File: src/rtl/eth_pkg.sv
// Shared Ethernet/ARP constants and types for the receive parser and ARP reply transmitter.
package eth_pkg;

  typedef enum logic [1:0] {
    PKT_NONE     = 2'd0,
    PKT_ARP_REQ  = 2'd1,
    PKT_ARP_RESP = 2'd2,
    PKT_UDP      = 2'd3
  } pkt_type_t;

  localparam logic [15:0] ETH_TYPE_ARP  = 16'h0806;
  localparam logic [15:0] ETH_TYPE_IP   = 16'h0800;
  localparam logic [15:0] ARP_HTYPE_ETH = 16'h0001;
  localparam logic [7:0]  ARP_HLEN      = 8'h06;
  localparam logic [7:0]  ARP_PLEN      = 8'h04;
  localparam logic [15:0] ARP_OPER_REQ  = 16'd1;
  localparam logic [15:0] ARP_OPER_RESP = 16'd2;

  localparam logic [7:0]  PREAMBLE_BYTE = 8'h55;
  localparam logic [7:0]  SFD_BYTE      = 8'hD5;

  localparam int PREAMBLE_LEN  = 7;
  localparam int FCS_LEN       = 4;
  localparam int ARP_HDR_BYTES = 42;

  typedef enum logic [2:0] {
    TX_IDLE,
    TX_PREAMBLE,
    TX_SFD,
    TX_BODY,
    TX_FCS,
    TX_GAP
  } tx_state_t;

  typedef struct packed {
    logic [47:0] sha;
    logic [31:0] spa;
  } arp_req_t;

endpackage

File: src/rtl/calc_crc32.sv
// Byte-wide Ethernet CRC-32 (reflected, init all-ones, inverted output).
// Dropping i_calc re-arms the accumulator for the next frame.
module calc_crc32 (
  input  logic        clk,
  input  logic        rst_n,
  input  logic        i_calc,
  input  logic [7:0]  i_data,
  input  logic        i_vl,
  output logic [31:0] o_crc32
);

  logic [31:0] crc;

  function automatic logic [31:0] crc_step(input logic [31:0] c, input logic [7:0] d);
    logic [31:0] r;
    r = c ^ {24'd0, d};
    for (int b = 0; b < 8; b++)
      r = r[0] ? ((r >> 1) ^ 32'hEDB8_8320) : (r >> 1);
    return r;
  endfunction

  always_ff @(posedge clk) begin
    if (!rst_n || !i_calc)
      crc <= '1;
    else if (i_vl)
      crc <= crc_step(crc, i_data);
  end

  assign o_crc32 = ~crc;

endmodule

File: src/rtl/arp_reply_tx.sv
// ARP reply transmitter: turns a matching ARP request strobe into a full
// Ethernet frame byte stream (preamble, header, ARP body, pad, FCS) with IPG.
module arp_reply_tx #(
  parameter int IPG_BYTES = 12,
  parameter int PAD_BYTES = 18
) (
  input  logic        clk,
  input  logic        rst_n,
  input  logic        i_enable,
  input  logic [47:0] i_self_mac,
  input  logic [31:0] i_self_ip,
  input  logic [1:0]  i_pkt_type,
  input  logic [47:0] i_SHA,
  input  logic [31:0] i_SPA,
  input  logic [31:0] i_TPA,
  output logic [7:0]  o_data,
  output logic        o_data_vl,
  output logic        o_busy,
  output logic [15:0] o_reply_cnt,
  output logic [15:0] o_drop_cnt
);
  import eth_pkg::*;

  localparam int          BODY_LEN  = ARP_HDR_BYTES + PAD_BYTES;
  localparam logic [10:0] HDR_END   = 11'(ARP_HDR_BYTES);
  localparam logic [10:0] BODY_LAST = 11'(BODY_LEN - 1);
  localparam logic [10:0] PRE_LAST  = 11'(PREAMBLE_LEN - 1);
  localparam logic [10:0] FCS_LAST  = 11'(FCS_LEN - 1);
  localparam logic [10:0] GAP_LAST  = 11'(IPG_BYTES - 1);

  tx_state_t   state;
  logic [10:0] cnt;
  arp_req_t    act, pend, req;
  logic        pend_vl;
  logic        hit, start_new, last_fcs, calc;
  logic [7:0]  body_byte;
  logic [31:0] crc, fcs_word;

  // Header is laid out MSB-first as one vector; shifting by the byte index
  // brings the current byte to the top. Everything past the header is pad.
  function automatic logic [7:0] body_mux(input logic [10:0] idx, input arp_req_t r,
                                          input logic [47:0] mac, input logic [31:0] ip);
    logic [ARP_HDR_BYTES*8-1:0] hdr;
    logic [ARP_HDR_BYTES*8-1:0] sh;
    hdr = {r.sha, mac, ETH_TYPE_ARP,
           ARP_HTYPE_ETH, ETH_TYPE_IP, ARP_HLEN, ARP_PLEN, ARP_OPER_RESP,
           mac, ip, r.sha, r.spa};
    sh  = hdr << {idx, 3'b000};
    return (idx < HDR_END) ? sh[ARP_HDR_BYTES*8-1 -: 8] : 8'h00;
  endfunction

  assign req       = {i_SHA, i_SPA};
  assign hit       = i_enable && (pkt_type_t'(i_pkt_type) == PKT_ARP_REQ) && (i_TPA == i_self_ip);
  assign start_new = hit && (state == TX_IDLE) && !pend_vl;
  assign last_fcs  = (state == TX_FCS) && (cnt == FCS_LAST);
  assign calc      = (state == TX_BODY);
  assign body_byte = body_mux(cnt, act, i_self_mac, i_self_ip);

  calc_crc32 u_crc (
    .clk     (clk),
    .rst_n   (rst_n),
    .i_calc  (calc),
    .i_data  (body_byte),
    .i_vl    (calc),
    .o_crc32 (crc)
  );

  always_ff @(posedge clk) begin
    if (!rst_n) begin
      state       <= TX_IDLE;
      cnt         <= '0;
      act         <= '0;
      pend        <= '0;
      pend_vl     <= 1'b0;
      fcs_word    <= '0;
      o_data      <= '0;
      o_data_vl   <= 1'b0;
      o_busy      <= 1'b0;
      o_reply_cnt <= '0;
      o_drop_cnt  <= '0;
    end else begin
      o_data      <= '0;
      o_data_vl   <= 1'b0;
      o_busy      <= (state != TX_IDLE);
      cnt         <= cnt + 11'd1;
      o_reply_cnt <= o_reply_cnt + {15'd0, last_fcs};

      unique case (state)
        TX_IDLE: begin
          if (pend_vl) begin
            act     <= pend;
            pend_vl <= 1'b0;
            state   <= TX_PREAMBLE;
            cnt     <= '0;
          end else if (start_new) begin
            act   <= req;
            state <= TX_PREAMBLE;
            cnt   <= '0;
          end
        end
        TX_PREAMBLE: begin
          o_data    <= PREAMBLE_BYTE;
          o_data_vl <= 1'b1;
          if (cnt == PRE_LAST) begin
            state <= TX_SFD;
            cnt   <= '0;
          end
        end
        TX_SFD: begin
          o_data    <= SFD_BYTE;
          o_data_vl <= 1'b1;
          state     <= TX_BODY;
          cnt       <= '0;
        end
        TX_BODY: begin
          o_data    <= body_byte;
          o_data_vl <= 1'b1;
          if (cnt == BODY_LAST) begin
            state <= TX_FCS;
            cnt   <= '0;
          end
        end
        TX_FCS: begin
          o_data_vl <= 1'b1;
          // The CRC register holds the finished word only during the first
          // FCS cycle (i_calc is already low), so freeze it there.
          unique case (cnt[1:0])
            2'd0: begin
              o_data   <= crc[7:0];
              fcs_word <= crc;
            end
            2'd1:    o_data <= fcs_word[15:8];
            2'd2:    o_data <= fcs_word[23:16];
            default: o_data <= fcs_word[31:24];
          endcase
          if (cnt == FCS_LAST) begin
            state <= TX_GAP;
            cnt   <= '0;
          end
        end
        TX_GAP: begin
          if (cnt == GAP_LAST) begin
            cnt <= '0;
            if (pend_vl) begin
              act     <= pend;
              pend_vl <= 1'b0;
              state   <= TX_PREAMBLE;
            end else begin
              state  <= TX_IDLE;
              o_busy <= 1'b0;
            end
          end
        end
        default: begin
          state <= TX_IDLE;
          cnt   <= '0;
        end
      endcase

      // Anything not starting right away queues in the single slot or is lost.
      if (hit && !start_new) begin
        if (!pend_vl) begin
          pend    <= req;
          pend_vl <= 1'b1;
        end else begin
          o_drop_cnt <= o_drop_cnt + 16'd1;
        end
      end
    end
  end

endmodule

File: config.mk
export PLATFORM = sky130hd
export DESIGN_NAME = arp_reply_tx
export DESIGN_NICKNAME = d
export VERILOG_FILES = /design/src/rtl/eth_pkg.sv /design/src/rtl/calc_crc32.sv /design/src/rtl/arp_reply_tx.sv
export SDC_FILE = /design/constraint.sdc
export NUM_CORES = 1
export LEC_CHECK = 0
export BUFFER_PORTS_ARGS = -buffer_cell sky130_fd_sc_hd__buf_2
export CAP_MARGIN = 20
export CELL_PAD_IN_SITES_DETAIL_PLACEMENT = 0
export CELL_PAD_IN_SITES_GLOBAL_PLACEMENT = 2
export CORE_UTILIZATION = 35
export DETAILED_ROUTE_END_ITERATION = 10
export GPL_TIMING_DRIVEN = 0
export PLACE_DENSITY = 0.88
export REMOVE_ABC_BUFFERS = 1
export SLEW_MARGIN = 40
export SYNTH_ARGS = -nofsm -noshare
export SYNTH_HDL_FRONTEND = slang
export SYNTH_SLANG_ARGS = --single-unit
File: constraint.sdc
create_clock -name clk -period 4.5 [get_ports clk]
set_clock_uncertainty 0.1 [all_clocks]
set_input_delay 0.9 -clock clk [delete_from_list [all_inputs] [get_ports clk]]
set_output_delay 0.9 -clock clk [all_outputs]
set_load 0.01 [all_outputs]
Yosys cells after proc, flatten, opt, wreduce, memory -nomap -nowiden
Index checks and enable logic that the tools add are counted.

storage, ports and cells
  bits in registers = 281
  input bits = 197
  output and inout bits = 42

operators by class
  add/sub/neg operators = 3
  order comparisons = 1
  eq/ne operators = 19
  shift operators = 1
  muxes and demuxes = 39
  bitwise logic cells = 11
  reductions and logical operators = 21

operators by type and width
  kind                                                         number
  << shifter 336 x 14 -> 336 bit                               1
  two-way mux 80 bit                                           4
  two-way mux 32 bit                                           8
  case mux 80 bit (2 select lines)                             1
  inverter 13 -> 14 bit                                        8
  two-way mux 11 bit                                           6
  case mux 11 bit (5 select lines)                             1
  equality test 32 bit                                         1
  inverter 32 bit                                              1
  case mux 8 bit (4 select lines)                              1
  XOR 32 x 8 -> 32 bit                                         1
  case mux 8 bit (3 select lines)                              1
  two-way mux 3 bit                                            6
  case mux 3 bit (6 select lines)                              1
  adder 16 x 1 -> 16 bit                                       1
  adder 16 x 1 -> 16 bit, second input constant                1
  adder 11 x 1 -> 11 bit, second input constant                1
  equality test 11 x 2 -> 1 bit, second input constant         1
  equality test 11 x 3 -> 1 bit, second input constant         1
  equality test 11 x 4 -> 1 bit, second input constant         1
  equality test 11 x 6 -> 1 bit, second input constant         1
  less-than comparator 11 x 6 -> 1 bit, second input constant  1
  two-way mux 1 bit                                            8
  two-way mux 8 bit                                            1
  21 further kinds                                             37

Logic depth before layout (Yosys ltp)
Gate-level depths: netlist of the first run.

  word-level depth = 19
  depth in mapped cells = 15

By module
Synthesis of the first run repeated with hierarchy kept, for this count alone.

second synthesis, totals
  cells, all modules = 1550
  area total of the unflattened synthesis = 14327.5 um2

modules (own cells, without submodules)
  module        instances  cells an instance  area each (um2)  seq. area each (um2)
  arp_reply_tx  1          1340               12350.6          4824.6
  calc_crc32    1          210                1976.9           640.6

Worst setup path after synthesis of the first run
Ideal clock, no wire load.

  path kind = in2reg
  start = input i_self_ip[7]
  end = register u_crc.crc[19]
  setup time = 121 ps
  data arrival time = 3266 ps
  data required time = 4279 ps
  path slack = 1014 ps
  stages = 9
  path buffers = 0
  cells stage by stage = mux4_2 > o2bb2ai_1 > and3_1 > nor3_2 > xnor2_4 > xnor3_2 > xor3_1 > or2_0 > mux2_2

on the way
  cells in the longest elaborated chain, start to end = 12

ends and longest elaborated chain
  element                                 line                RTL
  start, declared                         arp_reply_tx.sv:11  input logic [31:0] i_self_ip,
  << shifter 336 x 14 -> 336 bit (*)      arp_reply_tx.sv:48  sh = hdr << {idx, 3'b000};
  two-way mux 8 bit (*)                   arp_reply_tx.sv:49  return (idx < HDR_END) ? sh[ARP_HDR_BYTES*8-1 -: 8] : 8'h00;
  XOR 32 x 8 -> 32 bit (*)                calc_crc32.sv:16    r = c ^ {24'd0, d};
  two-way mux 32 bit (*)                  calc_crc32.sv:18    r = r[0] ? ((r >> 1) ^ 32'hEDB8_8320) : (r >> 1);
  inverter 13 -> 14 bit (no source line)  -
  two-way mux 32 bit (*) (7 in a row)     calc_crc32.sv:18
  end signal, assigned                    calc_crc32.sv:26    crc <= crc_step(crc, i_data);
  end, declared                           calc_crc32.sv:12    logic [31:0] crc;

Every way passes the cells marked *; elsewhere a longest branch is shown, timed or not.
A chain may end at the register's enable or synchronous reset.

Worst setup path in the final report of the first run
  start = register cnt[0]
  end = register u_crc.crc[26]

on the way
  cells in the longest elaborated chain, start to end = 15
  elaborated cells between the ends (all ways) = 18

ends and longest elaborated chain
  element                                                                                        line                                    RTL
  start, declared                                                                                arp_reply_tx.sv:32                      logic [10:0] cnt;
  start signal, assigned                                                                         arp_reply_tx.sv:85                      cnt <= cnt + 11'd1;
  << shifter 336 x 14 -> 336 bit / less-than comparator 11 x 6 -> 1 bit (equally long branches)  arp_reply_tx.sv:48, arp_reply_tx.sv:49
  two-way mux 8 bit (*)                                                                          arp_reply_tx.sv:49
  XOR 32 x 8 -> 32 bit (*)                                                                       calc_crc32.sv:16
  two-way mux 32 bit (*) (3 in a row)                                                            calc_crc32.sv:18
  inverter 13 -> 14 bit (no source line)                                                         -
  two-way mux 32 bit (*)                                                                         calc_crc32.sv:18
  inverter 13 -> 14 bit (no source line)                                                         -
  two-way mux 32 bit (*) (2 in a row)                                                            calc_crc32.sv:18
  inverter 13 -> 14 bit (no source line)                                                         -
  two-way mux 32 bit (*)                                                                         calc_crc32.sv:18
  inverter 13 -> 14 bit (no source line)                                                         -
  two-way mux 32 bit (*)                                                                         calc_crc32.sv:18

Marked as above.

==> results by group, run 1 <==
Detailed routing
  – Final wirelength: roughly 42000 um
  – Remaining antenna violation count: 0
  – WL/cell: 18.31 um
  – DR DRC count: 0
  – Via count: 11670
  – DR vias/cell: approximately 5.1
  – Drt pass-1 iters: 5
  – DRT iter0 DRCs: between 600 and 700

Logic synthesis
  – Cell Area, Synth: between 0.01 and 0.015 mm2
  – Synth Flop Type: dfxtp_1
  – Simple-Gate Fraction of Synth Area: 17.84%
  – Async SR Flop Fraction: 0%
  – Post-synthesis mux area share: 12.68%
  – Compound-Gate Fraction of Synth Area: about 17%
  – Register area share after synthesis: 38.37%
  – Mean Syn Cell Area: a little over 9 um2
  – Yosys warning total: 0
  – Synth Area in Adders: 0.6150%
  – Yosys reg bits: between 200 and 300
  – Largest family of logic cells by synthesized area: simple AND/OR/NAND/NOR gates
  – Unique masters post-synth: 76
  – Synth Instances: 1546
  – Post-synth EDFFs: 0
  – XOR/XNOR share of the synthesized area: 9.830%

Worst setup path
  – Worst EP arrival: 4.50 ns
  – Most frequent CP cell: buf_12
  – Crit Path Max Fanout: 29
  – Crit path largest cell delay: 0.64 ns
  – Crit-path slowest cell: nor3_1
  – Kind of critical path: reg2reg
  – CP required: ~4.8 ns
  – Worst setup SP type: flop
  – Flop-to-flop setup slack: 0.30 ns
  – Endpoint type of the worst setup path: flop
  – Crit-path cells: buf_12, buf_12, mux4_2, a32oi_1, o32ai_1, nor3_1, xnor2_2, xor3_1, xnor3_1, nand2_1

Power
  – Lkg Pwr: slightly above 8 nW
  – Worst vdd ir: between 0.2 and 0.25 mV
  – Power density over the cells: ~340 mW/mm2

Global route
  – Number of global-route vias before repair: about 11000
  – Gr usage total: about a fifth
  – Initial antenna violation count: 5
  – Largest net degree at the start of global routing: 99
  – Gr ovfl total: 0
  – First-pass GRT wire length: about 64000 um

Outcome
  – Status: finished clean

Timing
  – Final setup fails: 0
  – Slew margin rel.: roughly two fifths
  – Post-route minimum period: roughly 4.2 ns
  – Worst-Margin Slew: 0.9136 ns
  – Max-slew violation count: 0
  – Period utilisation layout: around 93%
  – Setup_tns: 0 ns
  – Final Hold Vio Count: 0
  – RSZ-0062 raised after global routing: no
  – Fmax: roughly 240 MHz
  – Min Hold Slack: 0.3571 ns

Floorplan
  – I/O pins: around 240
  – Site row count: 73
  – Die X: slightly above 200 um
  – Die span in y: 203.7 um
  – Area of the core: 0.03991 mm2
  – Starting Density: 35.68%
  – Total die area: between 0.04 and 0.05 mm2

Clocking
  – Clock sinks: roughly 270
  – Root buf cell: clkbuf_16
  – TritonCTS buffer count: 34
  – TritonCTS clock tree: done
  – Hold-fix buffers, CTS: 0
  – Resized Gates After CTS: 0
  – Clock slew at reported path FFs: 0.06 ns
  – Setup Fix Bufs, Post-CTS: 0
  – H-Tree Depth: 2
  – Worst-skew pair later-pin latency: roughly 0.54 ns
  – CTS Buffer Depth: 3

Finish
  – Commonest non-fill, non-tap cell in the layout: nand2_1
  – # nets final: ~1900
  – Layout cells sized above 1: 21.52%
  – Most frequent cells in the layout: nand2_1 (335), dfxtp_1 (269), buf_2 (237), mux2i_1 (114), o211a_1 (94)
  – Finished layout cell area: between 0.015 and 0.02 mm2
  – Final Util: ~43%
  – Layout area overhead: 20.58%

Placed design
  – Cell Area, Placed: 0.01611 mm2
  – Placer congestion estimate: roughly 0.85
  – Buffers on Ports: between 200 and 250
  – Post-DP HPWL: 29760 um

Job
  – Max-Cap Viols: 0

Hold path
  – Worst min path class: reg2reg
==> synthesized netlist by cell type, types with 9 or more instances <==
cell type  count  area [um2]
nand2_1      336        1261
dfxtp_1      273        5465
mux2i_1      114        1141
o211a_1       94       940.9
clkbuf_1      92       345.3
a21boi_0      86       645.6
nor2_1        59       221.5
xnor2_1       57       499.2
and2_1        49       306.5
xor2_1        47       411.6
o21ai_0       32       160.2
nand3_1       28       140.1
mux4_2        24       540.5
inv_1         17       63.81
a21oi_1       15       75.07
nor3_1        15       75.07
nor2b_1       12       75.07
buf_2         11       55.05
nand2b_1      11       68.82
mux2_2        10       112.6
and3_1         9       56.30
nor4_1         9       56.30
xnor3_1        9       202.7
==> stage by stage <==
stage               total power, W  cells  setup WS (ns)
detailed placement        0.003182   2215       -0.03740
CTS                       0.005855   2272         0.2928
global placement          0.003177   2191         -8.478
floorplan                 0.002860   1428         -4.069
global route              0.005993   2272        0.08780
finish                    0.005773   2275         0.3032
==> sequential cells by signal, summed over array words and instances (netlist names) <==
name         flops
cnt             11
u_crc.crc       32
fcs_word        24
o_drop_cnt      16
o_busy           1
state            3
pend_vl          1
o_data           8
act             80
o_data_vl        1
pend            80
o_reply_cnt     16
==> worst paths after layout <==
check,startpoint,to,depth (start not counted)
setup / recovery,cnt[0],u_crc.crc[26],10
hold / removal,pend[52],pend[52],2
setup reg to reg,cnt[0],u_crc.crc[26],10
hold reg to reg,pend[52],pend[52],2
==> routing by layer <==
layer | routed length, um | track usage [%] | up-vias
met4 | 1289 | 7.680 | 4
li1 | - | - | 5768
met2 | 18790 | 31.60 | 308
met5 | 20 | 0 | -
met3 | 2485 | 3.915 | 68
met1 | 19070 | 26.92 | 5522
==> worst max-delay path: cells and delay by family, from the launching register on <==
| kind | cells | cell delay [ns] |
|---|---|---|
| buf+inv | 2 | 0.52 |
| flops | 1 | 0.45 |
| compound gates | 2 | 0.38 |
| mux | 1 | 0.58 |
| simple gates | 2 | 0.70 |
| xor+xnor | 3 | 1.30 |
==> area by class of cell <==
cell class	instances	area (um2)
Tap cell	525	656.9
Sequential cell	273	5475
Antenna cell	3	7.507
Clock buffer	46	947.2
Inverter	19	71.32
Timing Repair Buffer	262	1652
Clock inverter	11	108.9
Fill cell	3958	22740
Multi-Input combinational cell	1136	8255
==> power breakdown <==
part	total [W]	switching (W)	internal, W
Combinational	0.000648	0.000358	0.000290
Sequential	0.00248	0.0000504	0.00243
Clock	0.00265	0.00106	0.00159
==> kinds of logic (layout without fill, tap and decap cells) <==
| kind of cell | Yosys count | after routing |
|---|---|---|
| AOI/OAI and AO/OA | 293 | 293 |
| xor gates and xnor gates | 126 | 126 |
| adders and majority gates | 7 | 7 |
| buffers and inverters | 137 | 338 |
| DFF | 273 | 273 |
| muxes | 149 | 149 |
| other | 0 | 3 |
| and+or+nand+nor | 561 | 561 |
Note: power is estimated with default switching activity, not from simulation.
==> inputs of run 2 (changes only) <==
--- a/config.mk
+++ b/config.mk
@@ -14,6 +14,7 @@
 export GPL_TIMING_DRIVEN = 0
 export PLACE_DENSITY = 0.88
 export REMOVE_ABC_BUFFERS = 1
+export SETUP_SLACK_MARGIN = 0.4
 export SLEW_MARGIN = 40
 export SYNTH_ARGS = -nofsm -noshare
 export SYNTH_HDL_FRONTEND = slang
==> results by group, run 2 (synthesis gave the netlist of run 1 again) <==
Finish
  – Layout cells sized above 1: 22.13% (was 21.52%)
  – Final Util: 43.19% (was 43.03%)
  – Biggest regs: act: 80 flops, pend: 80 flops, u_crc.crc: 32 flops (unchanged)
  – Layout area overhead: 21.05% (was 20.58%)
  – Commonest non-fill, non-tap cell in the layout: nand2_1 (unchanged)
  – Fill cells: 3952 (was 3958)
  – Most frequent cells in the layout: nand2_1 (335), dfxtp_1 (268), buf_2 (237), mux2i_1 (113), o211a_1 (94) (was nand2_1 (335), dfxtp_1 (269), buf_2 (237), mux2i_1 (114), o211a_1 (94))
  – Register area: 0.005477 mm2 (was 0.005475 mm2)
  – # nets final: 1932 (was 1930)
  – Multi-input gate area: 0.008304 mm2 (was 0.008255 mm2)

Power
  – Worst vdd ir: 0.2092 mV (was 0.2091 mV)
  – Power density over the cells: 335.1 mW/mm2 (was 336.1 mW/mm2)
  – Lkg Pwr: 8.260 nW (was 8.238 nW)
  – Overall Power: 0.005778 W (was 0.005773 W)

Timing
  – Post-route minimum period: 4.031 ns (was 4.197 ns)
  – Min Hold Slack: 0.3571 ns (about the same)
  – Period utilisation layout: 89.58% (was 93.26%)
  – Final worst slack: 0.4687 ns (was 0.3032 ns)
  – Slew margin rel.: 48.01% (was 38.97%)
  – RSZ-0062 raised after global routing: yes (was no)
  – Max-slew violation count: 0 (unchanged)
  – Final setup fails: 0 (unchanged)
  – Final Hold Vio Count: 0 (unchanged)
  – Worst-Margin Slew: 0.7743 ns (was 0.9136 ns)
  – Setup_tns: 0 ns (unchanged)
  – Fmax: 248.1 MHz (was 238.3 MHz)

Worst setup path
  – R2r startpoint: cnt[3] (was cnt[0])
  – Flop-to-flop setup slack: 0.47 ns (was 0.30 ns)
  – Endpoint type of the worst setup path: flop (unchanged)
  – Crit Path Max Fanout: 30 (was 29)
  – Crit path depth: 9 (was 10)
  – Crit-path slowest cell: dfxtp_2 (was nor3_1)
  – Buf+Inv Stages, Crit Path: 1 (was 2)
  – Cell family with most CP delay: XOR/XNOR gates (unchanged)
  – Crit path largest cell delay: 0.74 ns (was 0.64 ns)
  – Worst setup SP type: flop (unchanged)
  – CP required: 4.82 ns (was 4.80 ns)
  – Crit-path cells: nor3b_2, a22oi_1, o32ai_1, nor3_2, buf_4, xnor2_2, xor3_1, or2_0, mux2_2 (was buf_12, buf_12, mux4_2, a32oi_1, o32ai_1, nor3_1, xnor2_2, xor3_1, xnor3_1, nand2_1)
  – Crit path launch: cnt[3] (was cnt[0])
  – Worst EP arrival: 4.36 ns (was 4.50 ns)
  – Kind of critical path: reg2reg (unchanged)
  – Reg2reg path depth: 9 (was 10)

Clocking
  – H-Tree Depth: 2 (unchanged)
  – TritonCTS clock tree: done (unchanged)
  – Worst-skew pair later-pin latency: 0.54 ns (about the same)
  – CTS Buffer Depth: 3 (unchanged)
  – Root buf cell: clkbuf_16 (unchanged)
  – Clock slew at reported path FFs: 0.06 ns (about the same)
  – TritonCTS buffer count: 34 (unchanged)
  – Clock sinks: 273 (unchanged)

Placed design
  – Post-DP HPWL: 29760 um (unchanged)
  – Post-place setup slack: -0.03740 ns (unchanged)
  – Placer congestion estimate: 0.8501 (unchanged)
  – Buffers on Ports: 238 (unchanged)

Floorplan
  – Die span in y: 203.7 um (unchanged)
  – Area of the core: 0.03991 mm2 (unchanged)
  – I/O pins: 239 (unchanged)
  – Total die area: 0.04150 mm2 (unchanged)
  – Die X: 203.7 um (unchanged)
  – Site row count: 73 (unchanged)
  – Starting Density: 35.68% (unchanged)

Hold path
  – Worst hold start: pend[52] (unchanged)
  – Worst min path class: reg2reg (unchanged)
  – Hold Crit Depth: 2 (unchanged)

Global route
  – Initial antenna violation count: 4 (was 5)
  – First-pass GRT wire length: 64500 um (was 64380 um)
  – Number of global-route vias before repair: 11170 (was 11150)
  – Gr usage total: 20.09% (was 20.05%)
  – Gr ovfl total: 0 (unchanged)
  – Largest net degree at the start of global routing: 99 (unchanged)

Detailed routing
  – DR DRC count: 0 (unchanged)
  – WL/cell: 18.38 um (was 18.31 um)
  – DRT iter0 DRCs: 729 (was 661)
  – Final wirelength: 41820 um (was 41650 um)
  – Drt pass-1 iters: 5 (unchanged)
  – Via count: 11690 (was 11670)
  – DR vias/cell: 5.137 (was 5.130)
  – Remaining antenna violation count: 0 (unchanged)

Outcome
  – Status: finished clean (unchanged)

Job
  – Max-Cap Viols: 0 (unchanged)
[run 2: changes by cell type in the layout (fill, tap and decap cells not counted), sizes merged]
cell | previous run | this run
diode | 3 | 2
clkinvlp | 0 | 1
buf | 262 | 264
clkinv | 10 | 9
[run 2: what timing repair did]
| action | in CTS | in global routing |
|---|---|---|
| resized for setup | 2 | 10 |
| setup endpoints to repair | 4 | 23 |
| hold buffers | 0 | 0 |
| buffers inserted | 1 | 1 |
| pin swaps | 1 | 1 |
[run 2: layer usage]
metal	GRT usage (%)	part of all wire, %	routed length [um]
met1	26.99	46	19260
met2	31.66	45	18850
met3	3.915	5.8	2424
met4	7.680	3.0	1259
met5	0	0.048	20
[run 2: where the power goes]
| part | total [W] | switching, W | internal (W) |
|---|---|---|---|
| Combinational | 0.000654 | 0.000361 | 0.000292 |
| Clock | 0.00265 | 0.00106 | 0.00159 |
| Sequential | 0.00248 | 0.0000510 | 0.00243 |
[run 2: per-stage QoR]
step | area (um2) | instances
finish | 17240 | 2276
global route | 17240 | 2274
CTS | 17180 | 2273
detailed placement | 16110 | 2215
global placement | 15580 | 2191
floorplan | 13730 | 1428
[run 2: cell type report]
type | instances | share of cell area [%]
antenna | 2 | 0.02903
clock buffer | 46 | 5.494
clock inverter | 11 | 0.6314
inverter | 19 | 0.4354
multi-input combinational | 1136 | 48.17
sequential | 273 | 31.77
tap | 525 | 3.810
timing repair buffer | 264 | 9.667
[run 2: worst min-delay path, cell delays in order (launching register included)]
cell	delay [ns]
dfxtp_1	0.30
nand2_1	0.05
a21boi_0	0.06
[run 2: worst paths after layout]
path / endpoint
worst max-delay path: u_crc.crc[19]
worst max register to register: u_crc.crc[19]
worst min register to register: pend[52]
worst min-delay path: pend[52]
